<file path="src/rtl/grant_lock_mux.sv">
// Packet-locking N:1 beat mux. An external arbiter picks a requestor in IDLE, and the mux
// then forwards that requestor's beats through a one-deep output register until s_last.
//
// state | meaning
// IDLE  | arb_req mirrors s_valid; waiting for a legal one-hot grant
// LOCK  | forwarding beats from sel until a beat with s_last is accepted
module grant_lock_mux #(
    parameter int DW     = 3,
    parameter int DATA_W = 32
) (
    input  logic                 clk,
    input  logic                 rst,
    input  logic [DW-1:0]        s_valid,
    input  logic [DW*DATA_W-1:0] s_data,
    input  logic [DW-1:0]        s_last,
    output logic [DW-1:0]        s_ready,
    output logic [DW-1:0]        arb_req,
    input  logic [DW-1:0]        arb_grant,
    output logic                 m_valid,
    output logic [DATA_W-1:0]    m_data,
    output logic                 m_last,
    output logic [DW-1:0]        m_src,
    input  logic                 m_ready,
    output logic                 busy
);

    typedef enum logic {
        IDLE = 1'b0,
        LOCK = 1'b1
    } state_t;

    state_t              state;
    logic [DW-1:0]       sel;
    logic [DATA_W-1:0]   sel_data;
    logic                sel_last;
    logic                accept;
    logic                grant_ok;

    // sel is one-hot, so an OR-reduction over masked slices is the selected payload
    always_comb begin
        sel_data = '0;
        sel_last = 1'b0;
        for (int i = 0; i < DW; i++) begin
            if (sel[i]) begin
                sel_data = sel_data | s_data[i*DATA_W +: DATA_W];
                sel_last = sel_last | s_last[i];
            end
        end
    end

    assign grant_ok = $onehot(arb_grant) && (|(arb_grant & s_valid));
    assign arb_req  = (state == IDLE) ? s_valid : '0;
    assign s_ready  = ((state == LOCK) && (!m_valid || m_ready)) ? sel : '0;
    assign accept   = |(s_valid & s_ready);
    assign busy     = (state == LOCK);

    always_ff @(posedge clk or posedge rst) begin
        if (rst) begin
            state   <= IDLE;
            sel     <= '0;
            m_valid <= 1'b0;
            m_data  <= '0;
            m_last  <= 1'b0;
            m_src   <= '0;
        end else begin
            if (accept) begin
                m_valid <= 1'b1;
                m_data  <= sel_data;
                m_last  <= sel_last;
                m_src   <= sel;
            end else if (m_ready) begin
                m_valid <= 1'b0;
            end

            case (state)
                IDLE: begin
                    if (grant_ok) begin
                        sel   <= arb_grant;
                        state <= LOCK;
                    end
                end
                LOCK: begin
                    if (accept && sel_last) begin
                        state <= IDLE;
                    end
                end
                default: state <= IDLE;
            endcase
        end
    end

endmodule

</file>
<file path="config.mk">
export PLATFORM = sky130hd
export DESIGN_NAME = grant_lock_mux
export DESIGN_NICKNAME = d
export VERILOG_FILES = /design/src/rtl/grant_lock_mux.sv
export SDC_FILE = /design/constraint.sdc
export NUM_CORES = 1
export LEC_CHECK = 0
export ABC_AREA = 1
export CAP_MARGIN = 30
export CORE_AREA = 2 2 58 115
export CTS_BUF_LIST = sky130_fd_sc_hd__clkbuf_8 sky130_fd_sc_hd__clkbuf_16
export CTS_CLUSTER_DIAMETER = 80
export DETAILED_ROUTE_END_ITERATION = 8
export DIE_AREA = 0 0 60 117
export HOLD_SLACK_MARGIN = 0.08
export PLACE_DENSITY = 0.89
export SLEW_MARGIN = 25
export SYNTH_ARGS = -nofsm -noshare
export SYNTH_HDL_FRONTEND = slang
export SYNTH_SLANG_ARGS = --single-unit
export TNS_END_PERCENT = 10
</file>
<file path="constraint.sdc">
create_clock -name clk -period 1.7 [get_ports clk]
set_input_delay 0.255 -clock clk [delete_from_list [all_inputs] [get_ports clk]]
set_output_delay 0.255 -clock clk [all_outputs]
set_load 0.01 [all_outputs]
</file>
==> reports/metrics.cfg, run 1 <==
[timing]
fmax_mhz = 626
worst_pin_slew_ns = 0.715
relSlewSlack = 0.520
timing.final.crit_share = 0.940
rsz0062_at_grt = no
hold_ws_ns = 0.313
fin_crit_ns = 1.60
hold_viol = 0
setup_violations = 0
skew_ns = 0.00455
slew_violations = 0

[global_routing]
met1_usage = 0.232
first_global_vias = 2590
grt_use_total = 0.209
use_met2 = 0.359
grt_pass1_wl_mm = 11.1
antenna_found_initial = 0
grtUsageMet3 = 0.0560
grt-busiest-layer = met2
grt_max_degree = 31
overflow = 0

[floorplan]
ios = 152
dieArea_sq_um = 7020
start_util = 0.379
die_h_um = 117
core_area_sq_um = 6210
fp.dieW_um = 60
rows = 41

[setup_path]
arrival_ns = 1.34
timing.rr.start = busy$_DFF_PP0_
cp_top_family = flip-flops
worst_setup_path_start_kind = flip-flop
cp.required_ns = 1.44
cpMaxStageDelayCell = dfrtp_2
r2r_end = m_data[4]$_DFFE_PP0P_
slowest_delay_ns = 0.46
path_cells = buf_4 -> nand2_1 -> nor2_1 -> dlygate4sd2_1
path_buf_inv = 2
path_class = reg2out
regToRegSetupSlack_ns = 0.21
worstSetupEndpointType = output port
reg2regPathDepth = 7
crit_fanout = 7

[layout]
layout-drive-gt1-share = 0.0780
final_area_sq_um = 4250
final_cell_mix = 145 x clkdlybuf4s50_1, 141 x nand2_1, 42 x inv_1
num-fill-cells = 517
layout_commonest_cell = clkdlybuf4s50_1
area_growth_pct = 80.7
num-nets-final = 608
diodes = 0
stdcell_count = 586
fin_util = 0.684

[place]
gp_congestion = 0.817
placed_cell_area_sq_um = 4030
placed_cells = 575
dp_hpwl_mm = 5.72
numPortBuffers = 151

[clock_network]
cts.sinks = 41
clk_latency_ns = 0.28
cts_tree = built
path_clk_slew_ns = 0.06
htree_levels = 2
numCtsBuffers = 5
cts_buffer_depth = 2
root_buffer = clkbuf_16

[detailed_routing]
drtIter0Drc = 88
drt-total-wl_mm = 7.32
vias_per_cell = 4.63
drc = 0
vias = 2712
post_drt_wl_per_cell_um = 12.5
firstDrtPassIters = 4
drtAntennaViolNets = 0

[power]
powerDensity_nw_per_um2 = 1630
p_leak_nw = 2.11
ir_worst_vdd_mv = 0.812

[job]
cap_violations = 0

[run_status]
status = finished clean

[yosys]
synthesis.instances = 337
synth_seq_area_share = 0.436
synth_area_per_cell_sq_um = 6.98
syn-cell-area_sq_um = 2350
ys_types = 16
yosysWarnings = 0
ys_ff_latch = 41
syn_nets = 446

[worst_hold_path]
hp-class = in2async

## metal layers
layer / vias to the layer above / wire (um)
li1: 1366 / -
met1: 1174 / 2860
met2: 158 / 3400
met5: - / 0
met4: 0 / 180
met3: 14 / 880
## power by group
group | leakage (nW) | switching (W) | internal (W)
registers | 0.482 | 0.000294 | 0.00151
logic | 1.54 | 0.00197 | 0.00195
clock network | 0.0938 | 0.000370 | 0.000838
## layout make-up
type / instances / area [sq um] / area share
Timing Repair Buffer: 175 / 1730 / 0.408
Sequential cell: 41 / 1030 / 0.242
Multi-Input combinational cell: 232 / 1020 / 0.241
Inverter: 44 / 165 / 0.0389
Clock buffer: 5 / 125 / 0.0295
Tap cell: 86 / 108 / 0.0253
Clock inverter: 3 / 65.1 / 0.0153
## cell families (layout without fill, tap and decap cells)
kind of cell	count (synthesis)	after routing	synth area share
flops	41	41	0.436
compound gates	39	39	0.0830
fa+ha+maj	1	1	0.00852
simple gates	192	192	0.344
buf+inv	64	227	0.128
## registers in the layout (all words and copies together) (netlist names)
| signal | flops |
|---|---|
| m_data | 32 |
| m_src | 3 |
| sel | 3 |
| busy | 1 |
| m_last | 1 |
| m_valid | 1 |
## how the worst max path moves through the flow
stage | start | to | slack (ns) | cells past startpoint
after CTS | busy$_DFF_PP0_ | arb_req[2] | 0.003 | 2
after global routing | busy$_DFF_PP0_ | s_ready[0] | 0.03 | 4
after detailed placement | m_ready | s_ready[2] | -0.12 | 6
after global placement | m_ready | s_ready[1] | -0.08 | 6
after floorplan | arb_grant[0] | sel[0]$_DFFE_PP0P_ | 0.48 | 4
final | busy$_DFF_PP0_ | s_ready[2] | 0.10 | 4
## synth_stat cells, drive strengths merged
| master | number | area share |
|---|---|---|
| o21ai | 36 | 0.077 |
| nand4 | 4 | 0.019 |
| a21oi | 3 | 0.0064 |
| buf | 20 | 0.057 |
| dfrtp | 41 | 0.44 |
| nand2 | 142 | 0.23 |
| fa | 1 | 0.0085 |
| nand3 | 36 | 0.082 |
| inv | 44 | 0.070 |
| nor2 | 10 | 0.016 |
## worst reg2reg max path: cells and delay by family, from the launching register on
kind | cells | cell delay (ns)
AO/OA/AOI/OAI | 1 | 0.08
AND/OR/NAND/NOR | 3 | 0.35
buffers and inverters | 3 | 0.48
flip-flops | 1 | 0.46
## what timing repair did
action,4_1_cts,5_1_grt
setup buffers,0,3
resized for setup,4,3
hold buffers,0,0
setup endpoints to repair,6,3
## metrics by stage
step           power [W]  TNS, ns  setup slack [ns]
6_report         0.00692        0             0.102
5_1_grt          0.00746        0            0.0347
4_1_cts          0.00696        0           0.00273
3_5_place_dp     0.00572   -0.620            -0.119
3_3_place_gp     0.00561   -0.430           -0.0842
2_1_floorplan    0.00386        0             0.480
Note: power is estimated with default switching activity, not from simulation.
==> run 2, diff against run 1 <==
Settings changed: CAP_MARGIN 30 to default.
==> results of run 2 <==
The final DEF is identical to that of run 1; final timing and power are the same.
==> run 3, diff against run 2 <==
Settings changed: PLACE_DENSITY 0.89 to 0.84.
==> reports/metrics.cfg, run 3 (synthesized netlist as in run 1, its figures left out) <==
[run_status]
status = finished clean

[timing]
timing.final.crit_share = 0.952
worst_pin_slew_ns = 0.352
hold_viol = 0
setup_violations = 0
slew_violations = 0
rsz0062_at_grt = no
relSlewSlack = 0.765
fin_crit_ns = 1.62
fmax_mhz = 618
skew_ns = 0.00344

[detailed_routing]
drtAntennaViolNets = 0
drc = 0
drtIter0Drc = 102
vias = 2658
vias_per_cell = 4.57
post_drt_wl_per_cell_um = 11.9
firstDrtPassIters = 4
drt-total-wl_mm = 6.94

[floorplan]
core_area_sq_um = 6210
die_h_um = 117
fp.dieW_um = 60
rows = 41
start_util = 0.379
ios = 152
dieArea_sq_um = 7020

[global_routing]
grt_pass1_wl_mm = 11.1
grt_use_total = 0.206
overflow = 0
grt_max_degree = 27
antenna_found_initial = 0
first_global_vias = 2574

[setup_path]
timing.rr.start = m_valid$_DFFE_PP0P_
arrival_ns = 1.36
path_cells = buf_4 -> clkdlybuf4s50_1
crit_fanout = 5
cp-startpoint = busy$_DFF_PP0_
cpMaxStageDelayCell = clkdlybuf4s50_1
worst_setup_path_start_kind = flip-flop
worstSetupEndpointType = output port
cp.required_ns = 1.44
cp_top_family = buffers and inverters
path_buf_inv = 2
path_class = reg2out
slowest_delay_ns = 0.53

[layout]
num-fill-cells = 526
multi_input_comb_area_sq_um = 1020
largest_register = m_data
seqCellArea_sq_um = 1030
largest_reg_flops = 32
area_growth_pct = 77.1
final_area_sq_um = 4160
diodes = 0
layout_commonest_cell = clkdlybuf4s50_1
fin_util = 0.671
layout-drive-gt1-share = 0.0645
num-nets-final = 604
largest_registers = m_data (32), m_src (3), sel (3)
final_cell_mix = 145 x clkdlybuf4s50_1, 141 x nand2_1, 45 x inv_1

[power]
comb_power_share = 0.596
p_int_w = 0.00395
seqPwrFrac = 0.272
ir_worst_vdd_mv = 0.893
p_sw_frac = 0.393
powerDensity_nw_per_um2 = 1560
power_switching_w = 0.00256
p_clk_frac = 0.132
p_leak_nw = 2.05

[clock_network]
path_clk_slew_ns = 0.05
cts_buffer_depth = 2
root_buffer = clkbuf_16
clk_latency_ns = 0.28
post_cts_buffers = 0
numCtsBuffers = 5
cts_tree = built
htree_levels = 2
cts.sinks = 41

[place]
placed_cell_area_sq_um = 4040
gp_congestion = 0.830
numPortBuffers = 151
dp_hpwl_mm = 5.61

[worst_hold_path]
hp-class = in2async

[job]
cap_violations = 0

run 3: area by class of cell:
type,instances,area share
flip-flops and latches,41,0.246
well taps,86,0.0258
clock buffers,5,0.0300
repair buffers,171,0.409
multi-input cells,232,0.246
clock inverters,3,0.00270
inverters,44,0.0397
run 3: layer usage:
| layer | part of all wire | GRT usage | up-vias |
|---|---|---|---|
| met1 | 0.41 | 0.239 | 1154 |
| met3 | 0.12 | 0.0549 | 6 |
| li1 | - | - | 1354 |
| met2 | 0.45 | 0.359 | 144 |
| met5 | 0 | 0 | - |
| met4 | 0.012 | 0.0667 | 0 |
run 3: power groups by stage:
stage | Sequential (W) | Clock, W | Combinational (W)
after floorplan | 0.00198 | 0 | 0.00189
after global placement | 0.00176 | 0 | 0.00388
after detailed placement | 0.00178 | 0 | 0.00396
after CTS | 0.00178 | 0.000884 | 0.00395
after global routing | 0.00183 | 0.000924 | 0.00434
final | 0.00177 | 0.000860 | 0.00388
run 3: path summary, 6_finish.rpt:
path / slack [ns] / depth (start not counted) / endpoint
setup / recovery: 0.08 / 2 / busy
hold reg to reg: 0.52 / 2 / m_data[18]$_DFFE_PP0P_
max in group asynchronous: 0.99 / 3 / m_data[7]$_DFFE_PP0P_
hold / removal: 0.26 / 2 / m_data[19]$_DFFE_PP0P_
setup reg to reg: 0.36 / 7 / m_data[26]$_DFFE_PP0P_
min in group clk: 0.52 / 2 / m_data[18]$_DFFE_PP0P_
run 3: repair_timing:
item	4_1_cts	5_1_grt
resized for setup	6	0
endpoints found under the setup margin	6	0
hold buffers	0	0
run 3: stage by stage:
step | setup TNS (ns) | worst slack (ns) | total power (W) | hold slack, ns | std cells
2_1_floorplan | 0 | 0.480 | 0.00386 | 0.414 | 337
3_3_place_gp | -0.303 | -0.0570 | 0.00564 | 0.508 | 574
3_5_place_dp | -0.562 | -0.148 | 0.00575 | 0.511 | 574
4_1_cts | 0 | 0.0655 | 0.00661 | 0.274 | 582
5_1_grt | 0 | 0.0432 | 0.00709 | 0.304 | 582
6_report | 0 | 0.0814 | 0.00651 | 0.259 | 582
run 3: worst reg2reg max path, cell delays in order, from the launching register on:
cell,delay (ns)
dfrtp_1,0.40
nand2_2,0.09
buf_4,0.13
nand4_2,0.11
nand3_4,0.18
buf_12,0.18
nand2_1,0.07
o21ai_1,0.08
